`src/rtl/fact_bus_master.sv`:
```
`default_nettype none
// ============================================================================
//  Module      : fact_bus_master
//  Description : Bus initiator for the memory-mapped factorial accelerator.
//                Takes one operand per valid/ready request, writes n, pulses
//                Go, polls status (bounded by POLL_MAX), reads the result and
//                returns it (or an error/timeout) on a valid/ready response.
//  Revision    : 1.0 - initial release
// ============================================================================
module fact_bus_master #(
  parameter int N_W      = 4,
  parameter int DATA_W   = 32,
  parameter int POLL_MAX = 255
) (
  input  logic              clk,
  input  logic              rst_n,
  input  logic              req_valid,
  input  logic [N_W-1:0]    req_n,
  output logic              req_ready,
  output logic [1:0]        A,
  output logic              WE,
  output logic [DATA_W-1:0] WD,
  input  logic [DATA_W-1:0] RD,
  output logic              resp_valid,
  input  logic              resp_ready,
  output logic [DATA_W-1:0] resp_result,
  output logic              resp_err,
  output logic              resp_timeout
);

  // One extra bit over clog2 so the counter can never wrap before the limit test.
  localparam int                CNT_W    = $clog2(POLL_MAX) + 1;
  localparam logic [CNT_W-1:0]  CNT_LAST = CNT_W'(POLL_MAX - 1);

  localparam logic [1:0] ADDR_N      = 2'b00;
  localparam logic [1:0] ADDR_GO     = 2'b01;
  localparam logic [1:0] ADDR_STATUS = 2'b10;
  localparam logic [1:0] ADDR_RESULT = 2'b11;

  typedef enum logic [2:0] {
    S_IDLE   = 3'd0,
    S_WR_N   = 3'd1,
    S_WR_GO  = 3'd2,
    S_POLL   = 3'd3,
    S_RD_RES = 3'd4,
    S_RESP   = 3'd5
  } state_t;

  state_t              r_state;
  logic [CNT_W-1:0]    r_cnt;
  logic [1:0]          r_a;
  logic                r_we;
  logic [DATA_W-1:0]   r_wd;
  logic                r_req_ready;
  logic                r_resp_valid;
  logic [DATA_W-1:0]   r_result;
  logic                r_err;
  logic                r_timeout;

  // Single FSM: bus outputs are loaded together with the state they belong
  // to, so they are pure functions of the state register and never see RD,
  // req_valid or resp_ready combinationally. The WD register doubles as the
  // latched operand while in WR_N.
  always_ff @(posedge clk) begin
    if (!rst_n) begin
      r_state      <= S_IDLE;
      r_cnt        <= '0;
      r_a          <= ADDR_N;
      r_we         <= 1'b0;
      r_wd         <= '0;
      r_req_ready  <= 1'b1;
      r_resp_valid <= 1'b0;
      r_result     <= '0;
      r_err        <= 1'b0;
      r_timeout    <= 1'b0;
    end else begin
      case (r_state)
        S_IDLE: begin
          if (req_valid) begin
            r_state     <= S_WR_N;
            r_a         <= ADDR_N;
            r_we        <= 1'b1;
            r_wd        <= DATA_W'(req_n);
            r_req_ready <= 1'b0;
          end
        end
        S_WR_N: begin
          r_state <= S_WR_GO;
          r_a     <= ADDR_GO;
          r_we    <= 1'b1;
          r_wd    <= DATA_W'(1);
        end
        S_WR_GO: begin
          r_state <= S_POLL;
          r_cnt   <= '0;
          r_a     <= ADDR_STATUS;
          r_we    <= 1'b0;
          r_wd    <= '0;
        end
        S_POLL: begin
          // Err outranks Done; Done outranks the timeout on the last poll.
          if (RD[1]) begin
            r_state      <= S_RESP;
            r_a          <= ADDR_N;
            r_resp_valid <= 1'b1;
            r_result     <= '0;
            r_err        <= 1'b1;
            r_timeout    <= 1'b0;
          end else if (RD[0]) begin
            r_state <= S_RD_RES;
            r_a     <= ADDR_RESULT;
          end else if (r_cnt == CNT_LAST) begin
            r_state      <= S_RESP;
            r_a          <= ADDR_N;
            r_resp_valid <= 1'b1;
            r_result     <= '0;
            r_err        <= 1'b1;
            r_timeout    <= 1'b1;
          end else begin
            r_cnt <= r_cnt + 1'b1;
          end
        end
        S_RD_RES: begin
          r_state      <= S_RESP;
          r_a          <= ADDR_N;
          r_resp_valid <= 1'b1;
          r_result     <= RD;
          r_err        <= 1'b0;
          r_timeout    <= 1'b0;
        end
        S_RESP: begin
          if (resp_ready) begin
            r_state      <= S_IDLE;
            r_resp_valid <= 1'b0;
            r_req_ready  <= 1'b1;
          end
        end
        default: begin
          r_state      <= S_IDLE;
          r_cnt        <= '0;
          r_a          <= ADDR_N;
          r_we         <= 1'b0;
          r_wd         <= '0;
          r_req_ready  <= 1'b1;
          r_resp_valid <= 1'b0;
        end
      endcase
    end
  end

  assign req_ready    = r_req_ready;
  assign A            = r_a;
  assign WE           = r_we;
  assign WD           = r_wd;
  assign resp_valid   = r_resp_valid;
  assign resp_result  = r_result;
  assign resp_err     = r_err;
  assign resp_timeout = r_timeout;

endmodule
`default_nettype wire

```
`config.mk`:
```
export PLATFORM = sky130hd
export DESIGN_NAME = fact_bus_master
export DESIGN_NICKNAME = d
export VERILOG_FILES = /design/src/rtl/fact_bus_master.sv
export SDC_FILE = /design/constraint.sdc
export NUM_CORES = 1
export LEC_CHECK = 0
export ABC_AREA = 0
export BUFFER_PORTS_ARGS = -buffer_cell sky130_fd_sc_hd__buf_2
export CORE_MARGIN = 1.5
export CORE_UTILIZATION = 35
export CTS_CLUSTER_DIAMETER = 30
export CTS_CLUSTER_SIZE = 30
export DETAILED_ROUTE_END_ITERATION = 10
export PLACE_DENSITY_LB_ADDON = 0.3
export SYNTH_ARGS = -nofsm -noshare
export SYNTH_HDL_FRONTEND = slang
export SYNTH_SLANG_ARGS = --single-unit
```
`constraint.sdc`:
```
create_clock -name clk -period 3.9 [get_ports clk]
set_input_delay 0.195 -clock clk [delete_from_list [all_inputs] [get_ports clk]]
set_output_delay 0.195 -clock clk [all_outputs]
set_load 0.01 [all_outputs]
```
* Word-level counts from Yosys, hierarchy flattened *
Index checks and enable logic that the tools add are counted.

storage, ports and cells
  bits of input ports = 40
  output and inout port bits = 71
  word-level logic and storage cells = 77
  register bits = 83

operators by class
  reductions and logical operators = 13
  bitwise logic cells = 5
  muxes and demuxes = 34
  add/sub/neg operators = 1
  eq/ne operators = 14

operator list
  kind                                                              count
  32-bit 2-to-1 mux                                                 4
  32-bit case mux with 3 select lines                               1
  32-bit case mux with 2 select lines                               1
  9-bit 2-to-1 mux                                                  3
  3-bit case mux with 6 select lines                                1
  9-bit case mux with 2 select lines                                1
  3-bit 2-to-1 mux                                                  5
  3-bit AND reduction                                               4
  2-bit != test (second input constant)                             5
  2-bit case mux with 5 select lines                                1
  9-bit by 1-bit adder with 9-bit output (second input constant)    1
  9-bit by 8-bit == test with 1-bit output (second input constant)  1
  1-bit 2-to-1 mux                                                  8
  2-bit 2-to-1 mux                                                  4
  4-bit AND reduction                                               2
  4-bit OR reduction                                                2
  3-bit by 2-bit == test with 1-bit output (second input constant)  2
  3-bit == test (second input constant)                             2
  3-bit != test (second input constant)                             2
  1-bit case mux with 3 select lines                                2
  3-bit OR reduction                                                2
  1-bit inverter                                                    5
  4-bit != test (second input constant)                             1
  1-bit case mux with 2 select lines                                2
  5 further kinds                                                   5

* Depth between registers and ports, before layout *
  depth after elaboration = 5
  depth in mapped cells = 8
  mapped depth without buffers = 6

* Least setup slack after synthesis *
Ideal clock, no wire load.

  path kind = register to register
  start point = register r_cnt[0]
  end point = register r_result[0] (netlist: resp_result[0])
  path slack = 2.005 ns
  arrival = 1.779 ns
  required time = 3.783 ns
  cell stages (with the launch flop) = 9
  period minus slack after synthesis = 1.895 ns
  buffers on the path = 2
  cells stage by stage = dfxtp_1 inv_1 ha_1 nand4b_1 or4_4 and4_4 buf_6 buf_8 a22o_1

between the ends
  longest elaborated chain between the ends = 3

ends and longest elaborated chain
  item                                      line  text
  from (decl)                               50    logic [CNT_W-1:0] r_cnt;
  from (signal assigned)                    120   r_cnt <= r_cnt + 1'b1;
  9-bit by 8-bit == test with 1-bit output  112   end else if (r_cnt == CNT_LAST) begin
  3-bit != test (no source line)            -
  3-bit AND reduction (no source line)      -
  to (signal assigned)                      106   r_result <= '0;
  to (signal assigned)                      116   r_result <= '0;
  to (signal assigned)                      127   r_result <= RD;
  to (decl)                                 56    logic [DATA_W-1:0] r_result;

No other way between the ends.
A chain may end at the register's enable or synchronous reset.

* Worst setup path in the final report *
  start point = register r_state[1]
  end point = register r_result[26] (netlist: resp_result[26])

between the ends
  longest elaborated chain between the ends = 3
  elaborated cells on any way between the ends = 7
  classes of those cells = eq/ne: 4; mux: 1; reduce/logical: 2

ends and longest elaborated chain
  item                                                                       line  text
  from (decl)                                                                49    state_t r_state;
  from (signal assigned)                                                     66    r_state <= S_IDLE;
  from (signal assigned)                                                     80    r_state <= S_WR_N;
  from (signal assigned)                                                     88    r_state <= S_WR_GO;
  3-bit by 2-bit == test with 1-bit output or 3-bit == test (tied branches)  77    case (r_state)
  3-bit != test (no source line) or 2-bit nonzero test (tied branches)       -
  3-bit AND reduction (no source line)                                       -
  to (signal assigned)                                                       73    r_result <= '0;
  to (signal assigned)                                                       106
  to (signal assigned)                                                       116

Parallel ways exist; a longest one is shown, timed or not.

==> results_dict.tcl <==
set metrics [dict create \
    drc 0 \
    rows 30 \
    p_per_area_nw_per_um2 396.5 \
    cp-end-kind "flip-flop" \
    synth_flop_cell "dfxtp_1" \
    dpl.hpwl_um 3784 \
    cts-root-buf "clkbuf_8" \
    final_util_pct 42.54 \
    globalRoute.totalOverflow 0 \
    tightest_slew_ns 0.5894 \
    multi_input_area_um2 1112 \
    power_mw 1.139 \
    vias_per_cell 4.980 \
    area_growth_pct 17.92 \
    fillers 666 \
    num_io_pins 111 \
    start_util_pct 36.07 \
    die-area_um2 7474 \
    min_period_over_period_pct 55.76 \
    placement.io_buffers 82 \
    antenna_found_initial 0 \
    syn_avg_cell_area_um2 9.672 \
    intPower_uw 835.7 \
    maxSlewHeadroom_pct 60.29 \
    cts_made_buffers 5 \
    period_needed_ns 2.175 \
    synth_edf_count 0 \
    p_sw_uw 303.8 \
    nets 370 \
    yosys-top-cells-area "dfxtp_1 (45%), a22o_1 (11%), buf_4 (8.6%)" \
    synthMostInstantiatedCell "dfxtp_1" \
    die_w_um 86.45 \
    p_leak_nw 1.364 \
    wl_per_cell_um 13.23 \
    top_layer_used "met4" \
    run_status "finished, final reports clean" \
    cp-start-kind "flip-flop" \
    async_flop_share_pct 0 \
    maxSlewViolCount 0 \
    met3WireLength_um 389 \
    final.setup.tns_ns 0 \
    final_area_um2 2874 \
    syn_inst 252 \
    postCtsHoldBufs 0 \
    dpl_cell_area_um2 2758 \
    insertion_delay_ns 0.31 \
    combPwrFrac_pct 12.8 \
    skew_ns 0.007939 \
    drt_first_pass_iters 4 \
    grt_pass1_vias 1758 \
    cts_tree "yes" \
    synth_top_cell_by_area "dfxtp_1" \
    grt_max_degree 33 \
    worst_ep_required_time_ns 4.11 \
    hold_viol 0 \
    gp_congestion 0.7972 \
    track_usage_pct 14.19 \
    yosysSeqAreaShare_pct 45.17 \
    p_sw_share_pct 26.66 \
    rsz0062_at_grt "no" \
    drt_wl_total_um 5410 \
    clk_pin_slew_ns 0.10 \
    dr_total_vias 2037 \
    cts.sinks 55 \
    seq_area_um2 1101 \
    clockBufferDepth 2 \
    seqPwrFrac_pct 53.2 \
    hold_depth 2 \
    whs_ns 0.09884 \
    h-tree-depth 2 \
    postRouteAntennaNets 0 \
    ys_ff_latch 55 \
    path_class "flip-flop to flip-flop" \
    ys_warn_count 0 \
    yosysUniqueCellTypes 51 \
    setup_violations 0 \
    post_cts_buffers 0 \
    coreArea_um2 6756 \
    drt-met1-wl_um 2562 \
    diodes 0 \
    vdd_drop_max_v 0.0001238 \
    cts_resized 0 \
    synthTopCellsByCount "dfxtp_1 (55), a22o_1 (31), buf_4 (28), nand2_1 (20), nor2_1 (13)" \
    netlist_area_um2 2437 \
    wl_met2_um 2377 \
    arrival_ns 2.39 \
    grt_pass1_wl_um 8411 \
    drive_gt1_share_pct 31.31 \
    drtIter0Drc 103 \
    max_cap_viol_count 0 \
    r2r_cells 4 \
    hold_path_class "input port to flip-flop" \
    die_h_um 86.45 \
    yosysTopAreaCellShare_pct 45.17 \
    pwr-share-clk_pct 34.0 \
    cp_max_fo 32 \
    max_freq_mhz 459.8 \
]
flip-flops by register name, summed over array words and instances, names as in the netlist:
name          cells
resp_timeout      1
A                 2
r_state           3
resp_valid        1
resp_result      32
r_cnt             9
WE                1
resp_err          1
WD                4
req_ready         1
critical path, stage by stage, from the launching register on:
cell and delay [ns]:
dfxtp_1 0.72, nand3b_1 0.31, or4_4 0.49, and4_4 0.31, a22o_2 0.24
power by group through the flow:
stage,sequential [mW],clock (mW),combinational [mW]
detailed placement,0.618,0,0.146
finish,0.606,0.388,0.146
floorplan,0.615,0,0.121
CTS,0.606,0.404,0.146
global route,0.610,0.426,0.164
global placement,0.618,0,0.146
layout by cell type (no fill, tap or decap), types with 2 or more instances in the layout:
master     count
nor2_1        12
a21oi_1       12
buf_2         82
a21o_1         3
nand4b_1       2
a22oi_1        2
o22ai_1        2
nand2_1       20
o211ai_1       2
a22o_1        31
ha_1           2
nor2b_1        3
inv_1          6
and4_1         2
nand3_1        6
and4b_1        2
clkbuf_8       5
o2bb2ai_1      2
nor3_1         6
conb_1        28
dfxtp_1       55
o21a_1         3
o31ai_1        2
a31oi_1        3
a22o_2         2
o311ai_0       3
o21ai_0        5
nor4_1         2
path summary, 6_finish.rpt:
kind	startpoint	endpoint	slack, ns
min reg2reg	WD[2]	WD[2]	0.46
max reg2reg	r_state[1]	resp_result[26]	1.73
max	r_state[1]	resp_result[26]	1.73
min	RD[29]	resp_result[29]	0.1
per-stage QoR:
step / worst slack (ns) / cells
global placement: 1.808 / 401
finish: 1.725 / 409
CTS: 1.729 / 409
global route: 1.590 / 409
floorplan: 2.005 / 279
detailed placement: 1.755 / 401
routing by layer:
metal / vias up / GRT usage (%)
li1: 1027 / -
met1: 919 / 18.46
met2: 85 / 22.44
met3: 6 / 3.429
met4: 0 / 6.012
met5: - / 0
final cells by class:
type / count / share of cell area, %
multi-input combinational: 176 / 38.70
sequential: 55 / 38.31
timing repair buffer: 83 / 14.54
tap: 80 / 3.483
clock buffer: 5 / 2.394
clock inverter: 3 / 1.654
inverter: 7 / 0.9142
cell families after synthesis:
kind of cell | Yosys count | synth area share [%]
AO/OA/AOI/OAI | 80 | 25.26
other | 1 | 0.1539
AND/OR/NAND/NOR | 66 | 14.94
adder cells (fa/ha/maj) | 2 | 1.027
flip-flops | 55 | 45.17
buffers and inverters | 48 | 13.45
No activity file was read; power rests on OpenSTA's default activity.
